`src/rtl/uart_prog_loader_pkg.sv`:
```
// Shared definitions for the UART program loader: FSM state codes, the
// default frame marker and the error-cause codes used for debug visibility.
package uart_prog_loader_pkg;

  localparam logic [2:0] stIDLE  = 3'd0;
  localparam logic [2:0] stCOUNT = 3'd1;
  localparam logic [2:0] stDATA  = 3'd2;
  localparam logic [2:0] stWR_LO = 3'd3;
  localparam logic [2:0] stWR_HI = 3'd4;
  localparam logic [2:0] stCHECK = 3'd5;

  localparam logic [7:0] SYNC_BYTE_DEFAULT = 8'hA5;

  typedef enum logic [2:0] {
    ERR_NONE     = 3'd0,
    ERR_RANGE    = 3'd1,
    ERR_CHECKSUM = 3'd2,
    ERR_TIMEOUT  = 3'd3,
    ERR_OVERRUN  = 3'd4
  } err_cause_e;

  // Largest legal COUNT: half the nibble memory depth, in bytes.
  function automatic logic [7:0] max_count(input int addr_width);
    return 8'(32'd1 << (addr_width - 1));
  endfunction

endpackage

```
`src/rtl/uart_prog_loader_timeout.sv`:
```
// Inter-byte watchdog: a clearable, enabled counter that flags the cycle in
// which it would reach TIMEOUT_CYCLES.
module loader_timeout #(
  parameter int TIMEOUT_CYCLES   = 1000000,
  parameter int TIMEOUT_BITWIDTH = 20
) (
  input  logic clk,
  input  logic reset,
  input  logic clr,
  input  logic en,
  output logic tc
);

  localparam logic [TIMEOUT_BITWIDTH-1:0] LAST = TIMEOUT_BITWIDTH'(TIMEOUT_CYCLES - 1);
  localparam logic [TIMEOUT_BITWIDTH-1:0] ONE  = TIMEOUT_BITWIDTH'(1);

  logic [TIMEOUT_BITWIDTH-1:0] count_r;

  // Idle-cycle counter, restarted by every clear.
  always_ff @(posedge clk) begin
    if (reset) begin
      count_r <= {TIMEOUT_BITWIDTH{1'b0}};
    end else if (clr) begin
      count_r <= {TIMEOUT_BITWIDTH{1'b0}};
    end else if (en) begin
      count_r <= count_r + ONE;
    end else begin
      count_r <= count_r;
    end
  end

  // A clear in the terminal cycle wins, so a byte arriving just in time is accepted.
  assign tc = en && !clr && (count_r == LAST);

endmodule

```
`src/rtl/uart_prog_loader.sv`:
```
// Framed program-download parser: SYNC, COUNT, data bytes, CHECKSUM. Each data
// byte is written low nibble first into the nibble-wide CPU program memory.
module uart_prog_loader
  import uart_prog_loader_pkg::*;
#(
  parameter int          ADDR_WIDTH       = 5,
  parameter logic [7:0]  SYNC_BYTE        = SYNC_BYTE_DEFAULT,
  parameter int          TIMEOUT_CYCLES   = 1000000,
  parameter int          TIMEOUT_BITWIDTH = 20
) (
  input  logic                  clk_i,
  input  logic                  reset_i,
  input  logic [7:0]            rx_data_i,
  input  logic                  rx_valid_strb_i,
  output logic                  mem_we_o,
  output logic [ADDR_WIDTH-1:0] mem_addr_o,
  output logic [3:0]            mem_wdata_o,
  output logic                  cpu_halt_o,
  output logic                  load_done_o,
  output logic                  error_o
);

  localparam logic [7:0]            MAX_COUNT = max_count(ADDR_WIDTH);
  localparam logic [ADDR_WIDTH-1:0] ADDR_ONE  = ADDR_WIDTH'(1);

  logic [2:0]            state_r;
  logic [ADDR_WIDTH-1:0] addr_r;
  logic [7:0]            remaining_r;
  logic [7:0]            sum_r;
  logic [3:0]            hi_nib_r;
  logic                  tmo_en_s;
  logic                  tmo_clr_s;
  logic                  tmo_tc_s;
  err_cause_e            cause_s;

  assign tmo_en_s  = (state_r != stIDLE);
  assign tmo_clr_s = rx_valid_strb_i || (state_r == stIDLE);

  loader_timeout #(
    .TIMEOUT_CYCLES  (TIMEOUT_CYCLES),
    .TIMEOUT_BITWIDTH(TIMEOUT_BITWIDTH)
  ) u_timeout (
    .clk  (clk_i),
    .reset(reset_i),
    .clr  (tmo_clr_s),
    .en   (tmo_en_s),
    .tc   (tmo_tc_s)
  );

  // Classify this cycle's abort condition; any cause other than ERR_NONE aborts the frame.
  always_comb begin
    cause_s = ERR_NONE;
    if (tmo_tc_s) begin
      cause_s = ERR_TIMEOUT;
    end else if (rx_valid_strb_i) begin
      case (state_r)
        stCOUNT: begin
          if (rx_data_i > MAX_COUNT) cause_s = ERR_RANGE;
          else                       cause_s = ERR_NONE;
        end
        stWR_LO, stWR_HI: cause_s = ERR_OVERRUN;
        stCHECK: begin
          if (rx_data_i != sum_r) cause_s = ERR_CHECKSUM;
          else                    cause_s = ERR_NONE;
        end
        default: cause_s = ERR_NONE;
      endcase
    end else begin
      cause_s = ERR_NONE;
    end
  end

  // Frame FSM with registered memory-port and status outputs.
  always_ff @(posedge clk_i) begin
    if (reset_i) begin
      state_r     <= stIDLE;
      addr_r      <= {ADDR_WIDTH{1'b0}};
      remaining_r <= 8'd0;
      sum_r       <= 8'd0;
      hi_nib_r    <= 4'd0;
      mem_we_o    <= 1'b0;
      mem_addr_o  <= {ADDR_WIDTH{1'b0}};
      mem_wdata_o <= 4'd0;
      cpu_halt_o  <= 1'b0;
      load_done_o <= 1'b0;
      error_o     <= 1'b0;
    end else begin
      mem_we_o    <= 1'b0;
      load_done_o <= 1'b0;
      if (cause_s != ERR_NONE) begin
        // Halt stays asserted and written nibbles stay in place.
        error_o <= 1'b1;
        state_r <= stIDLE;
      end else begin
        case (state_r)
          stIDLE: begin
            if (rx_valid_strb_i && (rx_data_i == SYNC_BYTE)) begin
              state_r    <= stCOUNT;
              error_o    <= 1'b0;
              cpu_halt_o <= 1'b1;
              addr_r     <= {ADDR_WIDTH{1'b0}};
              sum_r      <= 8'd0;
            end
          end
          stCOUNT: begin
            if (rx_valid_strb_i) begin
              remaining_r <= rx_data_i;
              state_r     <= (rx_data_i == 8'd0) ? stCHECK : stDATA;
            end
          end
          stDATA: begin
            if (rx_valid_strb_i) begin
              hi_nib_r    <= rx_data_i[7:4];
              sum_r       <= sum_r + rx_data_i;
              remaining_r <= remaining_r - 8'd1;
              mem_we_o    <= 1'b1;
              mem_addr_o  <= addr_r;
              mem_wdata_o <= rx_data_i[3:0];
              addr_r      <= addr_r + ADDR_ONE;
              state_r     <= stWR_LO;
            end
          end
          stWR_LO: begin
            mem_we_o    <= 1'b1;
            mem_addr_o  <= addr_r;
            mem_wdata_o <= hi_nib_r;
            addr_r      <= addr_r + ADDR_ONE;
            state_r     <= stWR_HI;
          end
          stWR_HI: begin
            state_r <= (remaining_r == 8'd0) ? stCHECK : stDATA;
          end
          stCHECK: begin
            if (rx_valid_strb_i) begin
              load_done_o <= 1'b1;
              cpu_halt_o  <= 1'b0;
              state_r     <= stIDLE;
            end
          end
          default: state_r <= stIDLE;
        endcase
      end
    end
  end

endmodule

```
`config.mk`:
```
export PLATFORM = sky130hd
export DESIGN_NAME = uart_prog_loader
export DESIGN_NICKNAME = d
export VERILOG_FILES = /design/src/rtl/uart_prog_loader_pkg.sv /design/src/rtl/uart_prog_loader_timeout.sv /design/src/rtl/uart_prog_loader.sv
export SDC_FILE = /design/constraint.sdc
export NUM_CORES = 1
export LEC_CHECK = 0
export CAP_MARGIN = 10
export CORE_ASPECT_RATIO = 0.75
export CORE_MARGIN = 2
export CORE_UTILIZATION = 55
export CTS_CLUSTER_SIZE = 14
export DETAILED_ROUTE_END_ITERATION = 12
export GPL_TIMING_DRIVEN = 0
export PLACE_DENSITY = 0.81
export SLEW_MARGIN = 20
export SYNTH_ARGS = -nofsm -noshare
export SYNTH_HDL_FRONTEND = slang
export SYNTH_SLANG_ARGS = --single-unit
export TNS_END_PERCENT = 20
```
`constraint.sdc`:
```
create_clock -name clk_i -period 3.2 [get_ports clk_i]
set_input_delay 0.32 -clock clk_i [delete_from_list [all_inputs] [get_ports clk_i]]
set_output_delay 0.32 -clock clk_i [all_outputs]
set_load 0.01 [all_outputs]
```
==> results of run 1 <==
[Yosys cell counts, types with 8 or more instances]
library cell / n
sky130_fd_sc_hd__dfxtp_1: 61
sky130_fd_sc_hd__a21oi_1: 45
sky130_fd_sc_hd__nand2_1: 41
sky130_fd_sc_hd__nor2_1: 36
sky130_fd_sc_hd__nand3_1: 22
sky130_fd_sc_hd__o21ai_0: 19
sky130_fd_sc_hd__clkbuf_1: 15
sky130_fd_sc_hd__nor3_1: 14
sky130_fd_sc_hd__ha_1: 10
sky130_fd_sc_hd__xnor2_1: 10
sky130_fd_sc_hd__inv_1: 9
sky130_fd_sc_hd__or3_1: 8
sky130_fd_sc_hd__xor2_1: 8
[state kept, by name, indices dropped and copies added (netlist names)]
signal / count
error_o: 1
state_r: 3
mem_wdata_o: 4
sum_r: 8
load_done_o: 1
mem_we_o: 1
u_timeout.count_r: 20
hi_nib_r: 4
mem_addr_o: 5
addr_r: 5
cpu_halt_o: 1
remaining_r: 8
[per-stage QoR]
stage,worst slack [ns],instances
global placement,0.270,510
finish,0.543,526
global route,0.482,526
detailed placement,0.282,510
floorplan,1.16,409
CTS,0.619,526
[metal layers]
layer,vias to the layer above,share of wire,global-route usage
li1,1579,-,-
met1,1523,0.47,0.397
met2,154,0.43,0.394
met3,24,0.080,0.0660
met4,0,0.017,0.0801
met5,-,0,0
[cells in the final DEF (no fill, tap or decap), types with 5 or more instances in the layout]
cell type                         count
sky130_fd_sc_hd__a211oi_1             5
sky130_fd_sc_hd__a21oi_1             45
sky130_fd_sc_hd__clkbuf_1            17
sky130_fd_sc_hd__clkbuf_8            10
sky130_fd_sc_hd__clkdlybuf4s50_1     23
sky130_fd_sc_hd__dfxtp_1             61
sky130_fd_sc_hd__ha_1                10
sky130_fd_sc_hd__inv_1                9
sky130_fd_sc_hd__nand2_1             41
sky130_fd_sc_hd__nand2b_1             6
sky130_fd_sc_hd__nand3_1             22
sky130_fd_sc_hd__nand4_1              7
sky130_fd_sc_hd__nor2_1              36
sky130_fd_sc_hd__nor2b_1              7
sky130_fd_sc_hd__nor3_1              14
sky130_fd_sc_hd__o21ai_0             19
sky130_fd_sc_hd__o31ai_1              5
sky130_fd_sc_hd__or3_1                8
sky130_fd_sc_hd__or4_1                7
sky130_fd_sc_hd__xnor2_1             10
sky130_fd_sc_hd__xor2_1               8
[worst max-delay path: stages]
cell and delay, ns:
sky130_fd_sc_hd__clkdlybuf4s50_1 0.73, sky130_fd_sc_hd__ha_1 0.33, sky130_fd_sc_hd__nor4_1 0.39, sky130_fd_sc_hd__a311oi_1 0.18
sky130_fd_sc_hd__a31oi_1 0.30, sky130_fd_sc_hd__buf_2 0.29, sky130_fd_sc_hd__nand2_1 0.15, sky130_fd_sc_hd__a211oi_1 0.21
[kinds of logic (layout without fill, tap and decap cells)]
logic type / count (synthesis) / after routing / synth area share
XOR/XNOR: 18 / 18 / 0.0480
multiplexers: 4 / 4 / 0.0122
flip-flops: 61 / 61 / 0.372
AND/OR/NAND/NOR: 178 / 178 / 0.283
adder cells (fa/ha/maj): 11 / 11 / 0.0442
AO/OA/AOI/OAI: 109 / 109 / 0.208
buffers and inverters: 28 / 67 / 0.0335
[worst max path at each step]
stage	depth (start not counted)	start	endpoint
2_1_floorplan	6	rx_data_i[2]	addr_r[3]$_SDFFE_PP0P_
3_3_place_gp	7	rx_data_i[1]	addr_r[4]$_SDFFE_PP0P_
3_5_place_dp	7	rx_data_i[2]	addr_r[4]$_SDFFE_PP0P_
4_1_cts	7	rx_data_i[2]	addr_r[4]$_SDFFE_PP0P_
5_1_grt	8	rx_data_i[2]	state_r[1]$_SDFFE_PP0P_
6_report	8	rx_data_i[1]	state_r[1]$_SDFFE_PP0P_
[power by group through the flow]
stage	clock (mW)	sequential, mW	combinational, mW
global placement	0	0.777	0.0686
global route	0.729	0.759	0.0767
CTS	0.694	0.759	0.0697
finish	0.690	0.759	0.0727
detailed placement	0	0.777	0.0689
floorplan	0	0.777	0.0341
[cell type report]
cell class                      count  area (sq um)  area share
Clock buffer                       12           145      0.0381
Multi-Input combinational cell    320          1960       0.514
Clock inverter                      4          47.5      0.0125
Timing Repair Buffer               23           230      0.0605
Sequential cell                    61          1220       0.321
Buffer                             19          76.3      0.0200
Inverter                            9          33.8     0.00887
Tap cell                           78          97.6      0.0256
==> report_table.html, run 1 <==
<table>
<tr><th>Metric</th><th>Value</th></tr>
<tr><th colspan="2">Synthesis</th></tr>
<tr><td>Primary FF master, synth</td><td>sky130_fd_sc_hd__dfxtp_1</td></tr>
<tr><td>Synth Instances</td><td>roughly 410</td></tr>
<tr><td>EDFF count, synth</td><td>0</td></tr>
<tr><td>Post-synthesis sequential area ratio</td><td>0.372</td></tr>
<tr><td>Share of Yosys cell area claimed by the top area cell type</td><td>0.372</td></tr>
<tr><td>Unique cell type count in the Yosys netlist</td><td>53</td></tr>
<tr><td>Number of synthesis warnings</td><td>0</td></tr>
<tr><td>Nets in the synthesized netlist</td><td>around 430</td></tr>
<tr><td>Largest area contributor in the netlist</td><td>sky130_fd_sc_hd__dfxtp_1</td></tr>
<tr><td>FFs w/ async S/R, synth</td><td>0</td></tr>
<tr><td>Cell Area, Synth</td><td>3290 sq um</td></tr>
<tr><td>Post-synthesis sequential element count</td><td>61</td></tr>
<tr><td>Cells taking the most area after synthesis</td><td>sky130_fd_sc_hd__dfxtp_1 (37%), sky130_fd_sc_hd__a21oi_1 (6.9%), sky130_fd_sc_hd__nand2_1 (4.7%), sky130_fd_sc_hd__nor2_1 (4.1%), sky130_fd_sc_hd__ha_1 (3.8%)</td></tr>
<tr><td>Synth Area per Inst</td><td>8.04 sq um</td></tr>
<tr><th colspan="2">Setup path</th></tr>
<tr><td>Crit Reg-Reg Startpoint</td><td>sum_r[5]$_SDFFE_PP0P_</td></tr>
<tr><td>Sort of element at the start of the critical path</td><td>input port</td></tr>
<tr><td>Worst Reg-to-Reg Cells</td><td>7</td></tr>
<tr><td>Reg-to-reg slack, setup</td><td>0.89 ns</td></tr>
<tr><td>Class of the most critical setup path</td><td>input port to flop</td></tr>
<tr><td>Worst R2R End</td><td>state_r[1]$_SDFFE_PP0P_</td></tr>
<tr><td>Arrival time at the worst endpoint</td><td>2.91 ns</td></tr>
<tr><td>CP endpoint kind</td><td>flop</td></tr>
<tr><td>Crit path required time</td><td>3.45 ns</td></tr>
<tr><td>Critical path fanouts, max</td><td>10</td></tr>
<tr><th colspan="2">Floorplanning</th></tr>
<tr><td>Starting density of the core</td><td>0.567</td></tr>
<tr><td>Number of top-level pins</td><td>24</td></tr>
<tr><td>Area of the core</td><td>5800 sq um</td></tr>
<tr><td>Standard-cell rows</td><td>24</td></tr>
<tr><td>DIE WIDTH</td><td>roughly 93 microns</td></tr>
<tr><td>Floorplan die height</td><td>71.0 microns</td></tr>
<tr><td>Area enclosed by the die boundary</td><td>approximately 6600 sq um</td></tr>
<tr><th colspan="2">Cells and area</th></tr>
<tr><td>FILL cells</td><td>475</td></tr>
<tr><td>Non-Filler Cell Area, Final</td><td>3810 sq um</td></tr>
<tr><td>Diode count</td><td>0</td></tr>
<tr><td>Final Net Count</td><td>between 400 and 500</td></tr>
<tr><td>Layout cells sized above 1</td><td>0.0580</td></tr>
<tr><td>Share of the core filled with cells</td><td>0.657</td></tr>
<tr><td>Post-synthesis to final-layout area growth</td><td>15.8%</td></tr>
<tr><th colspan="2">Clocking</th></tr>
<tr><td>Number of buffers on the longest clock path</td><td>2</td></tr>
<tr><td>Number of gates resized after cts</td><td>0</td></tr>
<tr><td>Setup bufs post-CTS</td><td>0</td></tr>
<tr><td>Number of buffers added to fix hold violations after cts</td><td>0</td></tr>
<tr><td>Total clock buffers created by CTS</td><td>9</td></tr>
<tr><td>TritonCTS clock tree</td><td>yes</td></tr>
<tr><td>CTS clock-pin slew for the worst setup and hold paths</td><td>0.07 ns</td></tr>
<tr><td>Deepest level of the CTS H-tree</td><td>3</td></tr>
<tr><td>Num Clock Sinks</td><td>61</td></tr>
<tr><td>Clock latency on the worst-skew pair</td><td>0.34 ns</td></tr>
<tr><td>Clock root buffer</td><td>sky130_fd_sc_hd__clkbuf_8</td></tr>
<tr><th colspan="2">STA</th></tr>
<tr><td>Final setup fails</td><td>0</td></tr>
<tr><td>Clock Skews</td><td>~0.0082 ns</td></tr>
<tr><td>Transition time at the pin with the least slew margin</td><td>slightly above 0.8 ns</td></tr>
<tr><td>Final Hold Fails</td><td>0</td></tr>
<tr><td>RSZ-0062 raised after global routing</td><td>no</td></tr>
<tr><td>Crit share post-route</td><td>0.830</td></tr>
<tr><td>Setup_tns</td><td>0 ns</td></tr>
<tr><td>Worst max-slew margin expressed relative to the limit</td><td>0.447</td></tr>
<tr><td>Highest Clock Rate</td><td>376 MHz</td></tr>
<tr><td>Max-slew violation count</td><td>0</td></tr>
<tr><td>Final-layout worst hold slack</td><td>0.436 ns</td></tr>
<tr><td>Final critical-path required period</td><td>2.66 ns</td></tr>
<tr><th colspan="2">Pwr</th></tr>
<tr><td>Combinational Power Share</td><td>0.048</td></tr>
<tr><td>Total power divided by cell area</td><td>400 nW/um^2</td></tr>
<tr><td>Proportion of total power due to net switching</td><td>0.235</td></tr>
<tr><td>Total power</td><td>about 1.5 mW</td></tr>
<tr><td>Internal power</td><td>roughly 1.2 mW</td></tr>
<tr><td>Leakage power</td><td>1.28 nW</td></tr>
<tr><td>Total net switching power</td><td>roughly 0.36 mW</td></tr>
<tr><td>Proportion of power drawn by the clock network</td><td>0.453</td></tr>
<tr><td>Sequential share of power</td><td>0.499</td></tr>
<tr><td>Worst supply voltage drop on vdd</td><td>about 260 uV</td></tr>
<tr><th colspan="2">Placement</th></tr>
<tr><td>GP Congestion</td><td>slightly above 0.9</td></tr>
<tr><td>Placement-stage cell area</td><td>approximately 3600 sq um</td></tr>
<tr><td>IO Port Bufs</td><td>23</td></tr>
<tr><td>Detail Placement HPWL</td><td>about 6000 microns</td></tr>
<tr><th colspan="2">Routing</th></tr>
<tr><td>Drt drc</td><td>0</td></tr>
<tr><td>First drt pass iteration count</td><td>6</td></tr>
<tr><td>First DRT Iteration DRCs</td><td>approximately 260</td></tr>
<tr><td>Total wirelength of the detailed-routed design</td><td>8580 microns</td></tr>
<tr><td>DR WL/cell</td><td>16.3 microns</td></tr>
<tr><td>Antenna Violating Nets Remaining</td><td>0</td></tr>
<tr><td>Routed vias/inst</td><td>roughly 6.2</td></tr>
<tr><td>Total via count after detailed routing</td><td>~3300</td></tr>
<tr><th colspan="2">Global route</th></tr>
<tr><td>All-Layer GR Usage</td><td>0.270</td></tr>
<tr><td>Wire length of the first global-routing pass</td><td>~14000 microns</td></tr>
<tr><td>Initial antenna violation count</td><td>0</td></tr>
<tr><td>Pin count of the biggest net entering global routing</td><td>11</td></tr>
<tr><td>Number of global-route vias before repair</td><td>2952</td></tr>
<tr><td>Grt total ovfl</td><td>0</td></tr>
<tr><th colspan="2">Run status</th></tr>
<tr><td>Run status</td><td>finished, final reports clean</td></tr>
<tr><th colspan="2">Hold path</th></tr>
<tr><td>Number of stages on the worst hold path</td><td>1</td></tr>
<tr><td>Worst Hold Class</td><td>flop to flop</td></tr>
<tr><td>Hold path startpoint</td><td>u_timeout.count_r[0]$_SDFFE_PP0N_</td></tr>
<tr><td>Hold Crit Endpoint</td><td>u_timeout.count_r[0]$_SDFFE_PP0N_</td></tr>
<tr><th colspan="2">Flow run</th></tr>
<tr><td>MaxCap Viol Count</td><td>0</td></tr>
</table>
No activity file was read; power rests on OpenSTA's default activity.
==> run 2: changes to the inputs <==
--- a/config.mk
+++ b/config.mk
@@ -8,7 +8,7 @@
 export CAP_MARGIN = 10
 export CORE_ASPECT_RATIO = 0.75
 export CORE_MARGIN = 2
-export CORE_UTILIZATION = 55
+export CORE_UTILIZATION = 53
 export CTS_CLUSTER_SIZE = 14
 export DETAILED_ROUTE_END_ITERATION = 12
 export GPL_TIMING_DRIVEN = 0
==> constraint.sdc (replaced) <==
create_clock -name clk_i -period 2.4 [get_ports clk_i]
set_input_delay 0.24 -clock clk_i [delete_from_list [all_inputs] [get_ports clk_i]]
set_output_delay 0.24 -clock clk_i [all_outputs]
set_load 0.01 [all_outputs]
==> report_table.html, run 2 (synthesis gave the netlist of run 1 again) <==
<table>
<tr><th>Metric</th><th>Value</th></tr>
<tr><th colspan="2">Run status</th></tr>
<tr><td>Run status</td><td>finished, final reports clean</td></tr>
<tr><th colspan="2">STA</th></tr>
<tr><td>Highest Clock Rate</td><td>420 MHz</td></tr>
<tr><td>Worst max-slew margin expressed relative to the limit</td><td>0.442</td></tr>
<tr><td>Final-layout worst hold slack</td><td>about 0.32 ns</td></tr>
<tr><td>Max-slew violation count</td><td>0</td></tr>
<tr><td>Crit share post-route</td><td>0.992</td></tr>
<tr><td>Final critical-path required period</td><td>between 2 and 2.5 ns</td></tr>
<tr><td>Transition time at the pin with the least slew margin</td><td>0.834 ns</td></tr>
<tr><td>Final setup fails</td><td>0</td></tr>
<tr><td>Final Hold Fails</td><td>0</td></tr>
<tr><td>Worst-case setup margin in the final layout</td><td>0.0186 ns</td></tr>
<tr><td>Clock Skews</td><td>between 0.006 and 0.007 ns</td></tr>
<tr><td>RSZ-0062 raised after global routing</td><td>yes</td></tr>
<tr><th colspan="2">Setup path</th></tr>
<tr><td>CP delay by family, top</td><td>buffers and inverters</td></tr>
<tr><td>Critical path buffers and inverters</td><td>2</td></tr>
<tr><td>Largest stage delay on the critical path</td><td>0.67 ns</td></tr>
<tr><td>Number of cells on the critical path</td><td>8</td></tr>
<tr><td>Arrival time at the worst endpoint</td><td>approximately 2.6 ns</td></tr>
<tr><td>CP endpoint kind</td><td>flop</td></tr>
<tr><td>Crit Reg-Reg Startpoint</td><td>sum_r[1]$_SDFFE_PP0P_</td></tr>
<tr><td>Sort of element at the start of the critical path</td><td>input port</td></tr>
<tr><td>Class of the most critical setup path</td><td>input port to flop</td></tr>
<tr><td>Crit path required time</td><td>approximately 2.7 ns</td></tr>
<tr><td>Reg-to-reg slack, setup</td><td>between 0.15 and 0.2 ns</td></tr>
<tr><td>Worst Reg-to-Reg Cells</td><td>7</td></tr>
<tr><td>Critical path fanouts, max</td><td>10</td></tr>
<tr><td>Slowest cell on the critical path</td><td>sky130_fd_sc_hd__clkdlybuf4s50_1</td></tr>
<tr><td>Worst R2R End</td><td>state_r[0]$_SDFFE_PP0P_</td></tr>
<tr><td>Cells along the critical path</td><td>clkdlybuf4s50_1, ha_4, nor4_2, a311oi_1, a31oi_1, clkbuf_4, nand2_1, nor3_1</td></tr>
<tr><th colspan="2">Routing</th></tr>
<tr><td>Antenna Violating Nets Remaining</td><td>0</td></tr>
<tr><td>First drt pass iteration count</td><td>5</td></tr>
<tr><td>Routed vias/inst</td><td>roughly 6.3</td></tr>
<tr><td>Total wirelength of the detailed-routed design</td><td>about 8600 microns</td></tr>
<tr><td>Total via count after detailed routing</td><td>around 3300</td></tr>
<tr><td>DR WL/cell</td><td>about 16 microns</td></tr>
<tr><td>First DRT Iteration DRCs</td><td>306</td></tr>
<tr><td>Drt drc</td><td>0</td></tr>
<tr><th colspan="2">Cells and area</th></tr>
<tr><td>Non-Filler Cell Area, Final</td><td>just under 4000 sq um</td></tr>
<tr><td>Post-synthesis to final-layout area growth</td><td>18.0%</td></tr>
<tr><td>Most flops, register</td><td>u_timeout.count_r</td></tr>
<tr><td>Final Net Count</td><td>roughly 470</td></tr>
<tr><td>Registers with the highest flip-flop counts</td><td>u_timeout.count_r: 20 flops, remaining_r: 8 flops, sum_r: 8 flops</td></tr>
<tr><td>Diode count</td><td>0</td></tr>
<tr><td>Highest-count cells in the layout ignoring fill and taps</td><td>sky130_fd_sc_hd__dfxtp_1 (61), sky130_fd_sc_hd__a21oi_1 (45), sky130_fd_sc_hd__nand2_1 (41), sky130_fd_sc_hd__nor2_1 (36), sky130_fd_sc_hd__nand3_1 (22)</td></tr>
<tr><td>Most common cell after layout, fill and taps aside</td><td>sky130_fd_sc_hd__dfxtp_1</td></tr>
<tr><td>Filler-free cell count of the finished design</td><td>around 530</td></tr>
<tr><td>Layout cells sized above 1</td><td>0.0781</td></tr>
<tr><td>Largest register FFs</td><td>20</td></tr>
<tr><th colspan="2">Pwr</th></tr>
<tr><td>Leakage power</td><td>roughly 1.3 nW</td></tr>
<tr><td>Total net switching power</td><td>0.491 mW</td></tr>
<tr><td>Sequential share of power</td><td>0.496</td></tr>
<tr><td>Worst supply voltage drop on vdd</td><td>439 uV</td></tr>
<tr><td>Proportion of total power due to net switching</td><td>0.240</td></tr>
<tr><td>Proportion of power drawn by the clock network</td><td>0.454</td></tr>
<tr><td>Combinational Power Share</td><td>0.050</td></tr>
<tr><td>Total power divided by cell area</td><td>roughly 530 nW/um^2</td></tr>
<tr><td>Internal power</td><td>approximately 1.6 mW</td></tr>
<tr><th colspan="2">Floorplanning</th></tr>
<tr><td>Area of the core</td><td>roughly 5900 sq um</td></tr>
<tr><td>Number of top-level pins</td><td>24</td></tr>
<tr><td>Standard-cell rows</td><td>24</td></tr>
<tr><td>DIE WIDTH</td><td>roughly 95 microns</td></tr>
<tr><td>Floorplan die height</td><td>just over 70 microns</td></tr>
<tr><td>Area enclosed by the die boundary</td><td>6850 sq um</td></tr>
<tr><td>Starting density of the core</td><td>0.556</td></tr>
<tr><th colspan="2">Hold path</th></tr>
<tr><td>Hold path startpoint</td><td>rx_data_i[6]</td></tr>
<tr><td>Number of stages on the worst hold path</td><td>3</td></tr>
<tr><td>Worst Hold Class</td><td>input port to flop</td></tr>
<tr><td>Hold Crit Endpoint</td><td>hi_nib_r[2]$_SDFFE_PP0P_</td></tr>
<tr><th colspan="2">Clocking</th></tr>
<tr><td>Clock root buffer</td><td>sky130_fd_sc_hd__clkbuf_8</td></tr>
<tr><td>Num Clock Sinks</td><td>61</td></tr>
<tr><td>Number of buffers on the longest clock path</td><td>2</td></tr>
<tr><td>TritonCTS clock tree</td><td>yes</td></tr>
<tr><td>Deepest level of the CTS H-tree</td><td>3</td></tr>
<tr><td>Total clock buffers created by CTS</td><td>9</td></tr>
<tr><td>Clock latency on the worst-skew pair</td><td>between 0.3 and 0.4 ns</td></tr>
<tr><td>CTS clock-pin slew for the worst setup and hold paths</td><td>roughly 0.070 ns</td></tr>
<tr><th colspan="2">Global route</th></tr>
<tr><td>All-Layer GR Usage</td><td>0.264</td></tr>
<tr><td>Pin count of the biggest net entering global routing</td><td>12</td></tr>
<tr><td>Grt total ovfl</td><td>0</td></tr>
<tr><td>Wire length of the first global-routing pass</td><td>14100 microns</td></tr>
<tr><td>Initial antenna violation count</td><td>0</td></tr>
<tr><td>Number of global-route vias before repair</td><td>2952</td></tr>
<tr><th colspan="2">Flow run</th></tr>
<tr><td>MaxCap Viol Count</td><td>0</td></tr>
<tr><th colspan="2">Placement</th></tr>
<tr><td>Placed instance count</td><td>510</td></tr>
<tr><td>Pre-CTS setup slack</td><td>-0.476 ns</td></tr>
<tr><td>IO Port Bufs</td><td>23</td></tr>
<tr><td>Placement-stage cell area</td><td>approximately 3600 sq um</td></tr>
<tr><td>Detail Placement HPWL</td><td>about 6100 microns</td></tr>
<tr><td>GP Congestion</td><td>0.928</td></tr>
</table>
==> run 2: changes by cell type in the layout (fill, tap and decap cells not counted), moves of 2 or more <==
cell and delta:
sky130_fd_sc_hd__clkbuf_1 -2, sky130_fd_sc_hd__clkdlybuf4s50_1 -5, sky130_fd_sc_hd__clkinvlp_4 +2, sky130_fd_sc_hd__dlygate4sd2_1 +2
sky130_fd_sc_hd__dlymetal6s2s_1 +3, sky130_fd_sc_hd__ha_1 -4, sky130_fd_sc_hd__ha_4 +3
==> run 2: layout make-up <==
cell class | count | area [sq um]
Buffer | 19 | 78.8
Sequential cell | 61 | 1220
Tap cell | 78 | 97.6
Fill cell | 517 | 2040
Clock inverter | 6 | 62.6
Clock buffer | 10 | 138
Inverter | 9 | 33.8
Timing Repair Buffer | 23 | 235
Multi-Input combinational cell | 320 | 2010
==> run 2: layer usage <==
| layer | vias up | routed length, microns | GRT usage |
|---|---|---|---|
| met3 | 15 | 689 | 0.0789 |
| met5 | - | 0 | 0 |
| li1 | 1569 | - | - |
| met4 | 0 | 148 | 0.0853 |
| met1 | 1567 | 4010 | 0.364 |
| met2 | 155 | 3790 | 0.399 |
==> run 2: what timing repair did <==
item,CTS,global route
resized for setup,5,8
hold buffers,0,0
setup buffers,0,0
setup endpoints to repair,10,14
==> run 2: power by group through the flow <==
stage | Combinational, mW | Clock [mW] | Sequential, mW
after floorplan | 0.0455 | 0 | 1.04
after global placement | 0.0911 | 0 | 1.04
after detailed placement | 0.0920 | 0 | 1.04
after CTS | 0.0943 | 0.940 | 1.01
after global routing | 0.107 | 0.980 | 1.01
final | 0.102 | 0.928 | 1.01
==> run 2: stage by stage <==
| step | TNS, ns | util | power (mW) |
|---|---|---|---|
| after floorplan | 0 | - | 1.08 |
| after global placement | -7.35 | 0.611 | 1.13 |
| after detailed placement | -7.67 | 0.611 | 1.13 |
| after CTS | 0 | 0.649 | 2.05 |
| after global routing | -0.0375 | 0.656 | 2.10 |
| final | 0 | 0.656 | 2.04 |
==> run 2: worst max-delay path by stage <==
| stage | from | endpoint | slack, ns |
|---|---|---|---|
| after floorplan | sum_r[2]$_SDFFE_PP0P_ | addr_r[3]$_SDFFE_PP0P_ | 0.40 |
| after global placement | rx_data_i[2] | addr_r[3]$_SDFFE_PP0P_ | -0.45 |
| after detailed placement | rx_data_i[2] | addr_r[3]$_SDFFE_PP0P_ | -0.48 |
| after CTS | rx_data_i[4] | addr_r[3]$_SDFFE_PP0P_ | 0.03 |
| after global routing | rx_data_i[5] | addr_r[3]$_SDFFE_PP0P_ | -0.01 |
| final | rx_data_i[5] | state_r[0]$_SDFFE_PP0P_ | 0.02 |
==> run 2: tightest hold or removal path, cell delays in order <==
cell                             delay [ns]
sky130_fd_sc_hd__dlymetal6s2s_1        0.21
sky130_fd_sc_hd__nand2_1               0.10
sky130_fd_sc_hd__a21oi_1               0.06
==> run 3: changes to the inputs <==
--- a/config.mk
+++ b/config.mk
@@ -7,7 +7,7 @@
 export LEC_CHECK = 0
 export CAP_MARGIN = 10
 export CORE_ASPECT_RATIO = 0.75
-export CORE_MARGIN = 2
+export CORE_MARGIN = 10
 export CORE_UTILIZATION = 53
 export CTS_CLUSTER_SIZE = 14
 export DETAILED_ROUTE_END_ITERATION = 12
==> report_table.html, run 3 (synthesis gave the netlist of run 1 again) <==
<table>
<tr><th>Metric</th><th>Value</th></tr>
<tr><th colspan="2">Clocking</th></tr>
<tr><td>TritonCTS clock tree</td><td>yes</td></tr>
<tr><td>Deepest level of the CTS H-tree</td><td>3</td></tr>
<tr><td>Clock latency on the worst-skew pair</td><td>about 0.35 ns</td></tr>
<tr><td>Num Clock Sinks</td><td>between 60 and 70</td></tr>
<tr><td>CTS clock-pin slew for the worst setup and hold paths</td><td>roughly 0.080 ns</td></tr>
<tr><td>Number of buffers added to fix hold violations after cts</td><td>0</td></tr>
<tr><td>Number of buffers on the longest clock path</td><td>2</td></tr>
<tr><td>Total clock buffers created by CTS</td><td>9</td></tr>
<tr><td>Clock root buffer</td><td>sky130_fd_sc_hd__clkbuf_8</td></tr>
<tr><th colspan="2">Routing</th></tr>
<tr><td>Total via count after detailed routing</td><td>3280</td></tr>
<tr><td>Antenna Violating Nets Remaining</td><td>0</td></tr>
<tr><td>DR WL/cell</td><td>approximately 17 microns</td></tr>
<tr><td>First DRT Iteration DRCs</td><td>roughly 290</td></tr>
<tr><td>First drt pass iteration count</td><td>5</td></tr>
<tr><td>Total wirelength of the detailed-routed design</td><td>just under 9000 microns</td></tr>
<tr><td>Routed vias/inst</td><td>between 6 and 7</td></tr>
<tr><td>Drt drc</td><td>0</td></tr>
<tr><th colspan="2">Cells and area</th></tr>
<tr><td>Diode count</td><td>0</td></tr>
<tr><td>Area of all sequential standard cells</td><td>roughly 1200 sq um</td></tr>
<tr><td>Final Net Count</td><td>466</td></tr>
<tr><td>Most flops, register</td><td>u_timeout.count_r</td></tr>
<tr><td>Registers with the highest flip-flop counts</td><td>u_timeout.count_r: 20 flops, remaining_r: 8 flops, sum_r: 8 flops</td></tr>
<tr><td>Multi-input logic area</td><td>between 2000 and 2500 sq um</td></tr>
<tr><td>FILL cells</td><td>486</td></tr>
<tr><td>Post-synthesis to final-layout area growth</td><td>18.8%</td></tr>
<tr><td>Share of the core filled with cells</td><td>0.660</td></tr>
<tr><td>Highest-count cells in the layout ignoring fill and taps</td><td>sky130_fd_sc_hd__dfxtp_1 (61), sky130_fd_sc_hd__a21oi_1 (45), sky130_fd_sc_hd__nand2_1 (41), sky130_fd_sc_hd__nor2_1 (36), sky130_fd_sc_hd__nand3_1 (22)</td></tr>
<tr><td>Most common cell after layout, fill and taps aside</td><td>sky130_fd_sc_hd__dfxtp_1</td></tr>
<tr><td>Layout cells sized above 1</td><td>0.0757</td></tr>
<tr><td>Filler-free cell count of the finished design</td><td>about 530</td></tr>
<tr><td>Largest register FFs</td><td>20</td></tr>
<tr><th colspan="2">Global route</th></tr>
<tr><td>Number of global-route vias before repair</td><td>between 2000 and 3000</td></tr>
<tr><td>Pin count of the biggest net entering global routing</td><td>11</td></tr>
<tr><td>All-Layer GR Usage</td><td>0.173</td></tr>
<tr><td>Initial antenna violation count</td><td>0</td></tr>
<tr><td>Wire length of the first global-routing pass</td><td>roughly 14000 microns</td></tr>
<tr><td>Grt total ovfl</td><td>0</td></tr>
<tr><th colspan="2">Placement</th></tr>
<tr><td>IO Port Bufs</td><td>23</td></tr>
<tr><td>GP Congestion</td><td>around 0.9</td></tr>
<tr><td>Pre-CTS setup slack</td><td>-0.529 ns</td></tr>
<tr><td>Detail Placement HPWL</td><td>~6100 microns</td></tr>
<tr><td>Placed instance count</td><td>510</td></tr>
<tr><th colspan="2">STA</th></tr>
<tr><td>Crit share post-route</td><td>0.964</td></tr>
<tr><td>Worst-case setup margin in the final layout</td><td>approximately 0.087 ns</td></tr>
<tr><td>Highest Clock Rate</td><td>~430 MHz</td></tr>
<tr><td>Transition time at the pin with the least slew margin</td><td>between 0.8 and 0.9 ns</td></tr>
<tr><td>Max-slew violation count</td><td>0</td></tr>
<tr><td>Final critical-path required period</td><td>~2.3 ns</td></tr>
<tr><td>Clock Skews</td><td>0.0140 ns</td></tr>
<tr><td>RSZ-0062 raised after global routing</td><td>no</td></tr>
<tr><td>Worst max-slew margin expressed relative to the limit</td><td>0.448</td></tr>
<tr><td>Setup_tns</td><td>0 ns</td></tr>
<tr><td>Final Hold Fails</td><td>0</td></tr>
<tr><td>Final setup fails</td><td>0</td></tr>
<tr><td>Final-layout worst hold slack</td><td>around 0.33 ns</td></tr>
<tr><th colspan="2">Setup path</th></tr>
<tr><td>Cells along the critical path</td><td>dlygate4sd2_1, ha_1, nor4_2, a311oi_1, a31o_2, or4_1, a21oi_1</td></tr>
<tr><td>Largest stage delay on the critical path</td><td>roughly 0.53 ns</td></tr>
<tr><td>Worst Reg-to-Reg Cells</td><td>6</td></tr>
<tr><td>Crit Reg-Reg Startpoint</td><td>sum_r[1]$_SDFFE_PP0P_</td></tr>
<tr><td>Critical path fanouts, max</td><td>8</td></tr>
<tr><td>Crit path required time</td><td>2.66 ns</td></tr>
<tr><td>Worst R2R End</td><td>addr_r[4]$_SDFFE_PP0P_</td></tr>
<tr><td>Critical path buffers and inverters</td><td>1</td></tr>
<tr><td>Sort of element at the start of the critical path</td><td>input port</td></tr>
<tr><td>Class of the most critical setup path</td><td>input port to flop</td></tr>
<tr><td>CP endpoint kind</td><td>flop</td></tr>
<tr><td>CP delay by family, top</td><td>simple AND/OR/NAND/NOR gates</td></tr>
<tr><td>Arrival time at the worst endpoint</td><td>~2.6 ns</td></tr>
<tr><td>Reg-to-reg slack, setup</td><td>0.17 ns</td></tr>
<tr><td>Slowest cell on the critical path</td><td>sky130_fd_sc_hd__or4_1</td></tr>
<tr><th colspan="2">Floorplanning</th></tr>
<tr><td>Starting density of the core</td><td>0.556</td></tr>
<tr><td>Floorplan die height</td><td>88.2 microns</td></tr>
<tr><td>DIE WIDTH</td><td>approximately 110 microns</td></tr>
<tr><td>Number of top-level pins</td><td>24</td></tr>
<tr><td>Standard-cell rows</td><td>24</td></tr>
<tr><td>Area of the core</td><td>approximately 5900 sq um</td></tr>
<tr><td>Area enclosed by the die boundary</td><td>slightly below 10000 sq um</td></tr>
<tr><th colspan="2">Hold path</th></tr>
<tr><td>Worst Hold Class</td><td>input port to flop</td></tr>
<tr><td>Hold Crit Endpoint</td><td>hi_nib_r[1]$_SDFFE_PP0P_</td></tr>
<tr><td>Hold path startpoint</td><td>rx_data_i[5]</td></tr>
<tr><td>Number of stages on the worst hold path</td><td>3</td></tr>
<tr><th colspan="2">Flow run</th></tr>
<tr><td>MaxCap Viol Count</td><td>0</td></tr>
<tr><th colspan="2">Run status</th></tr>
<tr><td>Run status</td><td>finished, final reports clean</td></tr>
<tr><th colspan="2">Pwr</th></tr>
<tr><td>Leakage power</td><td>around 1.3 nW</td></tr>
<tr><td>Total power divided by cell area</td><td>556 nW/um^2</td></tr>
<tr><td>Worst supply voltage drop on vdd</td><td>approximately 290 uV</td></tr>
</table>
run 3: cell types whose count changed in the layout (fill, tap and decap cells not counted), sizes merged:
cell,change
buf,+1
bufinv,+1
clkbuf,+3
clkdlybuf4s50,-2
clkinv,-2
clkinvlp,-2
dlygate4sd2,+1
dlymetal6s2s,+1
run 3: tightest hold or removal path, cell delays in order:
cell and delay [ns]:
sky130_fd_sc_hd__dlymetal6s2s_1 0.23, sky130_fd_sc_hd__nand2_1 0.10, sky130_fd_sc_hd__a21oi_1 0.06
run 3: power breakdown:
group          total [mW]  internal [mW]  switching (mW)
Combinational      0.0991         0.0348          0.0643
Clock                1.06          0.643           0.416
Sequential           1.01           1.01        0.000307
run 3: stage by stage:
| stage | area, sq um | power [mW] |
|---|---|---|
| 6_report | 3900 | 2.17 |
| 3_3_place_gp | 3610 | 1.13 |
| 5_1_grt | 3900 | 2.21 |
| 4_1_cts | 3870 | 2.18 |
| 3_5_place_dp | 3610 | 1.13 |
| 2_1_floorplan | 3290 | 1.08 |
run 3: per-layer routing:
layer	track usage	routed length (microns)
met1	0.227	3970
met2	0.256	3740
met3	0.0519	817
met4	0.0802	196
met5	0	0
run 3: area by class of cell:
cell class,count,share of cell area
inverters,9,0.00865
plain buffers,19,0.0202
well taps,78,0.0250
flip-flops and latches,61,0.313
clock buffers,13,0.0407
repair buffers,24,0.0625
multi-input cells,320,0.513
clock inverters,3,0.0173
run 3: worst max-delay path by stage:
stage | startpoint | end | slack (ns) | cells after the start
final | rx_data_i[1] | addr_r[4]$_SDFFE_PP0P_ | 0.09 | 7
after CTS | rx_data_i[6] | addr_r[4]$_SDFFE_PP0P_ | 0.02 | 7
after floorplan | sum_r[2]$_SDFFE_PP0P_ | addr_r[3]$_SDFFE_PP0P_ | 0.40 | 6
after global routing | rx_data_i[1] | addr_r[4]$_SDFFE_PP0P_ | 0.002 | 7
after global placement | rx_data_i[2] | addr_r[3]$_SDFFE_PP0P_ | -0.45 | 7
after detailed placement | rx_data_i[1] | addr_r[4]$_SDFFE_PP0P_ | -0.53 | 7
run 3: repair_timing:
action,CTS,global route
gates resized for setup,7,8
setup endpoints to repair,16,20
buffers inserted,0,1
